[src/rtl/dimm_cmd_sequencer.sv]
// Closed-page DDR5 command sequencer: takes one queue request at a time and expands it into
// ACT0, ACT1, RD/WR pair and PRE on the DRAM command slots, enforcing the DRAM timing.
module dimm_cmd_sequencer #(
  parameter int unsigned T_RCD   = 39,
  parameter int unsigned T_RAS   = 76,
  parameter int unsigned T_RTP   = 18,
  parameter int unsigned T_CWL   = 38,
  parameter int unsigned T_BURST = 8,
  parameter int unsigned T_WR    = 72,
  parameter int unsigned T_RP    = 39,
  parameter int unsigned CNT_W   = 8
) (
  input  logic        clk,
  input  logic        rst_n,
  input  logic        req_valid,
  input  logic [1:0]  req_oper,
  input  logic [35:0] req_addr,
  output logic        req_ready,
  output logic        cmd_valid,
  output logic [2:0]  cmd_code,
  output logic        cmd_channel,
  output logic [2:0]  cmd_bg,
  output logic [1:0]  cmd_bank,
  output logic [15:0] cmd_row,
  output logic [9:0]  cmd_col,
  output logic        err_oper,
  output logic        busy
);

  // Handshake: a request transfers on a rising clk edge where req_valid && req_ready; req_ready is
  // registered and only rises when the FSM is idle and the precharge window has closed.

  localparam int unsigned PRE_RD_I = (T_RAS > T_RCD + T_RTP) ? T_RAS : T_RCD + T_RTP;
  localparam int unsigned PRE_WR_I = (T_RAS > T_RCD + T_CWL + T_BURST + T_WR) ?
                                     T_RAS : T_RCD + T_CWL + T_BURST + T_WR;
  localparam logic [CNT_W-1:0] PRE_RD = CNT_W'(PRE_RD_I);
  localparam logic [CNT_W-1:0] PRE_WR = CNT_W'(PRE_WR_I);
  localparam logic [CNT_W-1:0] RCD_M1 = CNT_W'(T_RCD - 1);
  localparam logic [CNT_W-1:0] RP_LD  = CNT_W'(T_RP);

  localparam logic [2:0] C_NOP = 3'd0, C_ACT0 = 3'd1, C_ACT1 = 3'd2, C_RD0 = 3'd3,
                         C_RD1 = 3'd4, C_WR0 = 3'd5, C_WR1 = 3'd6, C_PRE = 3'd7;

  typedef enum logic [2:0] {
    S_IDLE, S_ACT0, S_ACT1, S_WAIT_CAS, S_CAS0, S_CAS1, S_WAIT_PRE, S_PRE
  } state_t;

  state_t             state_q, state_d;
  logic               phase_q, phase_d;
  logic [CNT_W-1:0]   slot_cnt_q, slot_cnt_d;
  logic [CNT_W-1:0]   rp_cnt_q, rp_cnt_d;
  logic               is_wr_q, is_wr_d;
  logic [33:2]        addr_q, addr_d;
  logic               cmd_valid_q, cmd_valid_d;
  logic [2:0]         cmd_code_q, cmd_code_d;
  logic               cmd_channel_q, cmd_channel_d;
  logic [2:0]         cmd_bg_q, cmd_bg_d;
  logic [1:0]         cmd_bank_q, cmd_bank_d;
  logic [15:0]        cmd_row_q, cmd_row_d;
  logic [9:0]         cmd_col_q, cmd_col_d;
  logic               err_q, err_d;
  logic               ready_q, ready_d;
  logic               busy_q, busy_d;

  logic               accept;
  logic               decide;
  logic               load_fields;
  logic [33:2]        addr_src;
  logic [CNT_W-1:0]   pre_slot;
  logic               unused_addr;

  assign unused_addr = ^{req_addr[35:34], req_addr[1:0]};
  assign accept      = req_valid && ready_q;
  // Commands are decided in phase-0 cycles so the registered command lands in the slot cycle.
  assign decide      = !phase_q;
  assign addr_src    = (state_q == S_IDLE) ? req_addr[33:2] : addr_q;
  assign pre_slot    = is_wr_q ? PRE_WR : PRE_RD;

  always_comb begin
    state_d       = state_q;
    phase_d       = !phase_q;
    slot_cnt_d    = slot_cnt_q;
    rp_cnt_d      = rp_cnt_q;
    is_wr_d       = is_wr_q;
    addr_d        = addr_q;
    cmd_valid_d   = 1'b0;
    cmd_code_d    = C_NOP;
    cmd_channel_d = cmd_channel_q;
    cmd_bg_d      = cmd_bg_q;
    cmd_bank_d    = cmd_bank_q;
    cmd_row_d     = cmd_row_q;
    cmd_col_d     = cmd_col_q;
    err_d         = 1'b0;
    load_fields   = 1'b0;

    if (phase_q && (rp_cnt_q != '0)) rp_cnt_d = rp_cnt_q - 1'b1;

    case (state_q)
      S_IDLE: begin
        if (accept) begin
          if (req_oper == 2'd3) begin
            err_d = 1'b1;
          end else begin
            addr_d  = req_addr[33:2];
            is_wr_d = (req_oper == 2'd1);
            if (decide) begin
              cmd_valid_d = 1'b1;
              cmd_code_d  = C_ACT0;
              load_fields = 1'b1;
              slot_cnt_d  = CNT_W'(1);
              state_d     = S_ACT1;
            end else begin
              state_d = S_ACT0;
            end
          end
        end
      end
      S_ACT0: if (decide) begin
        cmd_valid_d = 1'b1;
        cmd_code_d  = C_ACT0;
        load_fields = 1'b1;
        slot_cnt_d  = CNT_W'(1);
        state_d     = S_ACT1;
      end
      S_ACT1: if (decide) begin
        cmd_valid_d = 1'b1;
        cmd_code_d  = C_ACT1;
        slot_cnt_d  = slot_cnt_q + 1'b1;
        state_d     = (slot_cnt_q == RCD_M1) ? S_CAS0 : S_WAIT_CAS;
      end
      S_WAIT_CAS: if (decide) begin
        slot_cnt_d = slot_cnt_q + 1'b1;
        if (slot_cnt_q == RCD_M1) state_d = S_CAS0;
      end
      S_CAS0: if (decide) begin
        cmd_valid_d = 1'b1;
        cmd_code_d  = is_wr_q ? C_WR0 : C_RD0;
        slot_cnt_d  = slot_cnt_q + 1'b1;
        state_d     = S_CAS1;
      end
      S_CAS1: if (decide) begin
        cmd_valid_d = 1'b1;
        cmd_code_d  = is_wr_q ? C_WR1 : C_RD1;
        slot_cnt_d  = slot_cnt_q + 1'b1;
        state_d     = (slot_cnt_q + 1'b1 == pre_slot) ? S_PRE : S_WAIT_PRE;
      end
      S_WAIT_PRE: if (decide) begin
        slot_cnt_d = slot_cnt_q + 1'b1;
        if (slot_cnt_q + 1'b1 == pre_slot) state_d = S_PRE;
      end
      S_PRE: if (decide) begin
        cmd_valid_d = 1'b1;
        cmd_code_d  = C_PRE;
        slot_cnt_d  = '0;
        rp_cnt_d    = RP_LD;
        state_d     = S_IDLE;
      end
      default: state_d = S_IDLE;
    endcase

    // Address fields only change when a new ACT0 goes out, so they hold through the whole sequence.
    if (load_fields) begin
      cmd_channel_d = addr_src[6];
      cmd_bg_d      = addr_src[9:7];
      cmd_bank_d    = addr_src[11:10];
      cmd_row_d     = addr_src[33:18];
      cmd_col_d     = {addr_src[17:12], addr_src[5:2]};
    end

    ready_d = (state_d == S_IDLE) && (rp_cnt_d == '0);
    busy_d  = (state_d != S_IDLE) || (rp_cnt_d != '0);
  end

  always_ff @(posedge clk or negedge rst_n) begin
    if (!rst_n) begin
      state_q       <= S_IDLE;
      phase_q       <= 1'b0;
      slot_cnt_q    <= '0;
      rp_cnt_q      <= '0;
      is_wr_q       <= 1'b0;
      addr_q        <= '0;
      cmd_valid_q   <= 1'b0;
      cmd_code_q    <= C_NOP;
      cmd_channel_q <= 1'b0;
      cmd_bg_q      <= '0;
      cmd_bank_q    <= '0;
      cmd_row_q     <= '0;
      cmd_col_q     <= '0;
      err_q         <= 1'b0;
      ready_q       <= 1'b0;
      busy_q        <= 1'b0;
    end else begin
      state_q       <= state_d;
      phase_q       <= phase_d;
      slot_cnt_q    <= slot_cnt_d;
      rp_cnt_q      <= rp_cnt_d;
      is_wr_q       <= is_wr_d;
      addr_q        <= addr_d;
      cmd_valid_q   <= cmd_valid_d;
      cmd_code_q    <= cmd_code_d;
      cmd_channel_q <= cmd_channel_d;
      cmd_bg_q      <= cmd_bg_d;
      cmd_bank_q    <= cmd_bank_d;
      cmd_row_q     <= cmd_row_d;
      cmd_col_q     <= cmd_col_d;
      err_q         <= err_d;
      ready_q       <= ready_d;
      busy_q        <= busy_d;
    end
  end

  assign req_ready   = ready_q;
  assign cmd_valid   = cmd_valid_q;
  assign cmd_code    = cmd_code_q;
  assign cmd_channel = cmd_channel_q;
  assign cmd_bg      = cmd_bg_q;
  assign cmd_bank    = cmd_bank_q;
  assign cmd_row     = cmd_row_q;
  assign cmd_col     = cmd_col_q;
  assign err_oper    = err_q;
  assign busy        = busy_q;

endmodule

[config.mk]
export PLATFORM = sky130hd
export DESIGN_NAME = dimm_cmd_sequencer
export DESIGN_NICKNAME = d
export VERILOG_FILES = /design/src/rtl/dimm_cmd_sequencer.sv
export SDC_FILE = /design/constraint.sdc
export NUM_CORES = 1
export LEC_CHECK = 0
export CORE_MARGIN = 8
export CORE_UTILIZATION = 54
export CTS_BUF_LIST = sky130_fd_sc_hd__clkbuf_8
export DETAILED_ROUTE_END_ITERATION = 6
export PLACE_DENSITY = 0.82
export SYNTH_ARGS = -nofsm -noshare
export SYNTH_HDL_FRONTEND = slang
export SYNTH_SLANG_ARGS = --single-unit
[constraint.sdc]
create_clock -name clk -period 2.3 [get_ports clk]
set_input_delay 0.46 -clock clk [delete_from_list [all_inputs] [get_ports clk]]
set_output_delay 0.46 -clock clk [all_outputs]
set_load 0.02 [all_outputs]
* Yosys cells after proc, flatten, opt, wreduce, memory -nomap -nowiden *
Cells that the tools add are included.

storage, ports and cells
  flip-flop bits (word level) = 92
  input bits = 41

cells by class
  bitwise logic cells = 1
  add/sub/neg operators = 2
  equality and inequality tests = 15
  reductions and logical operators = 15
  multiplexer cells = 44

operators by type and width
  operator                                                                number
  8-bit 2-to-1 mux                                                        9
  3-bit 2-to-1 mux                                                        16
  32-bit 2-to-1 mux                                                       1
  8-bit one-hot mux with 4 select lines                                   1
  3-bit one-hot mux with 8 select lines                                   1
  3-bit one-hot mux with 6 select lines                                   1
  8-bit nonzero test                                                      2
  3-bit equality test (second input constant)                             4
  1-bit 2-to-1 mux                                                        10
  5-bit OR reduction                                                      2
  8-bit by 1-bit adder with 8-bit output (second input constant)          1
  8-bit by 6-bit equality test with 1-bit output (second input constant)  1
  8-bit equality test                                                     1
  8-bit logical NOT                                                       1
  2-bit inequality test (second input constant)                           4
  8-bit by 1-bit subtractor with 8-bit output (second input constant)     1
  3-bit by 2-bit equality test with 1-bit output (second input constant)  2
  3-bit logical NOT                                                       2
  2-bit 2-to-1 mux                                                        3
  1-bit one-hot mux with 2 select lines                                   2
  4-bit AND reduction                                                     1
  3-bit by 1-bit equality test with 1-bit output (second input constant)  1
  1-bit logical AND                                                       3
  3-bit AND reduction                                                     1
  other kinds (6)                                                         6

* Logic depth before layout (Yosys ltp) *
  depth after elaboration = 7
  mapped depth = 7

* Worst setup path before layout *
OpenSTA, ideal clock, no wires.

  kind = flip-flop to flip-flop
  start point = register rp_cnt_q[2]
  end point = register ready_q, in the netlist req_ready
  slack = 0.303 ns
  arrival = 1.877 ns
  required time = 2.180 ns
  stages on the path, launching flop included = 6
  path buffers = 0
  setup time = 0.120 ns
  period minus slack after synthesis = 1.997 ns
  cell sequence = dfrtp_1 -> or4_4 -> or4b_4 -> a21oi_2 -> nor2_1 -> and4_1

on the way
  word-level cells in the longest chain between the ends = 7
  elaborated cells on any way between the ends = 8

ends and longest elaborated chain
  what                                                                                 RTL line  source
  start, declared                                                                      51        logic [CNT_W-1:0] rp_cnt_q, rp_cnt_d;
  start signal, assigned                                                               196       rp_cnt_q <= rp_cnt_d;
  branches (longest 2 deep; another with 8-bit by 1-bit subtractor with 8-bit output)  --
  8-bit 2-to-1 mux *                                                                   96        if (phase_q && (rp_cnt_q != '0)) rp_cnt_d = rp_cnt_q - 1'b1;
  8-bit 2-to-1 mux                                                                     151       S_PRE: if (decide) begin
  8-bit 2-to-1 mux *                                                                   98        case (state_q)
  net rp_cnt_d[7]                                                                      51
  8-bit logical NOT *                                                                  170       ready_d = (state_d == S_IDLE) && (rp_cnt_d == '0);
  1-bit logical AND *                                                                  170
  net ready_d                                                                          62        logic ready_q, ready_d;
  end signal, assigned                                                                 207       ready_q <= ready_d;
  end, declared                                                                        62

Mark *: on every way through the listed nets, which the timed path passes.
A chain may end at the register's enable or synchronous reset.

* Worst setup path in the final report *
Same ends and word-level chain as after synthesis.

==> reports/qor.yml <==
yosys:
  ys_seq_area_share_pct: 53.7
  avgSynthCellArea_um2: 10.9
  synth_ff_type: "dfrtp_1"
  async_flop_share_pct: 100
  synthTopCellsByCount: "92 x dfrtp_1, 54 x nor2_1, 41 x a21oi_1"
  synth-edff-count: 0
  synthesis.nets: 439
  ys_seq_elements: 92
  yosys_warnings: 0
  syn_inst: 394
  yosys.area.top_type: "dfrtp_1"
  synth_top_cell_area_share_pct: 53.7
  netlist_area_mm2: 0.00429
  synth_area_leaders: "dfrtp_1 54%, mux2_2 8.1%, mux2i_1 7.9%"
  synth.most_common_cell: "dfrtp_1"
  synth_cell_types: 54
grt:
  track_usage_pct: 17.4
  grt_pass1_vias: 3279
  use_met1_pct: 20.7
  grt_pass1_wl_mm: 15.7
  gr-usage-met3_pct: 4.79
  grt.busiest_layer: "met2"
  antenna_found_initial: 0
  grt_max_degree: 61
  gr-total-overflow: 0
  use_met2_pct: 27.5
clock_network:
  tritoncts: "done"
  clk_pin_slew_ps: 90
  clkSinkCount: 92
  ctsHoldBuffers: 0
  clk_latency_ps: 360
  cts_max_level: 3
  clock-root-buffer: "clkbuf_8"
  cts_inserted_buffers: 9
  max-clock-path-buffers: 2
worst_setup_path:
  path_delay_family: "simple AND/OR/NAND/NOR gates"
  r2r_slack_ps: 170
  slowest_stage: "or4_4"
  required_ps: 2550
  cp.buffers_inverters: 0
  r2r_end: "req_ready"
  crit_fanout: 7
  cp_slowest_stage_delay_ps: 580
  path_class: "flip-flop to flip-flop"
  crit_path_cell_trace: "or4_4 -> or4b_4 -> a21oi_2 -> nor2_1 -> and4_1"
  reg2reg_from: "rp_cnt_q[2]"
  rr_worst_depth: 5
  arrival_ps: 2390
  crit_path_start_kind: "flip-flop"
  critPathCaptureType: "flip-flop"
detailed_routing:
  drt-vias-per-instance: 5.62
  drt_pass1_iterations: 4
  totalWireLength_mm: 9.28
  route.detailed.drc: 0
  via_count: 3223
  antenna_left: 0
  drtIter0Drc: 142
  wl_per_cell_um: 16.2
pwr:
  leakage_uw: 0.00242
  power.density_mw_per_mm2: 518
  ir_drop_mv: 0.394
place:
  post-place-ws_ps: 108
  gp_congestion: 0.850
  placed_area_mm2: 0.00523
  dp_hpwl_mm: 6.55
  numPortBuffers: 75
layout:
  multi_input_area_mm2: 0.00188
  fin_util_pct: 70.2
  fillCellCount: 561
  seq_area_mm2: 0.00230
  nets: 512
  antenna_cells: 0
  final_area_mm2: 0.00543
  area_growth_pct: 26.5
  drive_gt1_share_pct: 14.4
timing:
  tightest_slew_ps: 614
  max_clock_freq_ghz: 0.469
  maxSlewViolCount: 0
  setup_viol: 0
  hold_viol_final: 0
  period_share_pct: 92.8
  max_slew_margin_pct: 58.7
  fin_crit_ps: 2130
  clock_skew_ps: 8.33
  hold_ws_ps: 63.8
  rsz0062_at_grt: "no"
  setup_ws_ps: 167
  fin_setup_tns_ps: 0
floorplanning:
  die_area_mm2: 0.0111
  initial_core_util_pct: 55.5
  rows: 32
  dieHeight_um: 105
  io_pins: 80
  core_mm2: 0.00773
  die_x_um: 105
worst_hold_path:
  hold_path_class: "primary input to async pin"
run_status:
  status: "finished, final reports clean"
flow_run:
  maxCapViolations: 0
## cell type report
class	instances	area share [%]
clock inverters	6	1.31
multi-input cells	269	34.6
clock buffers	9	2.28
flip-flops and latches	92	42.4
inverters	7	0.484
repair buffers	88	16.5
well taps	102	2.35
## routing by layer
layer | vias to the layer above | routed length, µm
met5 | - | 0
met4 | 0 | 225
met3 | 17 | 570
met2 | 84 | 4530
met1 | 1558 | 3960
li1 | 1564 | -
## per-stage QoR
stage | power, µW | std cells
global placement | 1760 | 558
floorplan | 1650 | 394
global route | 2910 | 573
finish | 2810 | 573
CTS | 2840 | 573
detailed placement | 1760 | 558
## placed cells by master, fill, tap and decap left out, types with 7 or more instances in the layout
cell             synthesis  routed
buf_4                    0      10
a21oi_1                 41      41
mux2i_1                 34      34
clkbuf_8                 0       9
dfrtp_1                 92      92
clkdlybuf4s50_1          0      74
nor3_1                   7       7
nor2_1                  54      54
nand3_1                  8       8
mux2_2                  31      31
o21ai_0                 14      14
inv_1                    7       7
nand2_1                 10      10
## worst max path at each step
stage	start	to	slack (ps)	depth (start not counted)
2_1_floorplan	rp_cnt_q[2]	req_ready	300	5
3_5_place_dp	req_valid	cmd_col[6]	110	7
4_1_cts	rp_cnt_q[0]	busy	50	7
3_3_place_gp	rp_cnt_q[0]	busy	170	7
5_1_grt	slot_cnt_q[1]	req_ready	50	6
6_report	rp_cnt_q[2]	req_ready	170	5
## flip-flops by register name, summed over array words and instances, names as in the netlist, 2 cells and up
register,flops
state_q,3
addr_q,32
cmd_bg,3
cmd_col,10
rp_cnt_q,8
cmd_bank,2
cmd_row,16
slot_cnt_q,8
cmd_code,3
## report_power, final
group | leakage [µW] | total (µW) | switching, µW | internal, µW
combinational | 0.00108 | 109 | 48.1 | 60.8
clock | 0.0000927 | 1090 | 579 | 508
sequential | 0.00125 | 1620 | 0 | 1620
total | 0.00242 | 2810 | 627 | 2180
## cell families after synthesis
logic type | Yosys count | share of synthesized area, %
AND/OR/NAND/NOR | 110 | 13.0
multiplexers | 66 | 16.3
XOR/XNOR | 6 | 1.23
AO/OA/AOI/OAI | 83 | 11.6
adder cells (fa/ha/maj) | 4 | 1.17
buffers and inverters | 33 | 3.00
flip-flops | 92 | 53.7
## timing repair
action,4_1_cts,5_1_grt
setup buffers,0,0
endpoints found under the setup margin,0,2
hold endpoints to repair,0,0
gates resized for setup,0,2
No activity file was read; power rests on OpenSTA's default activity.
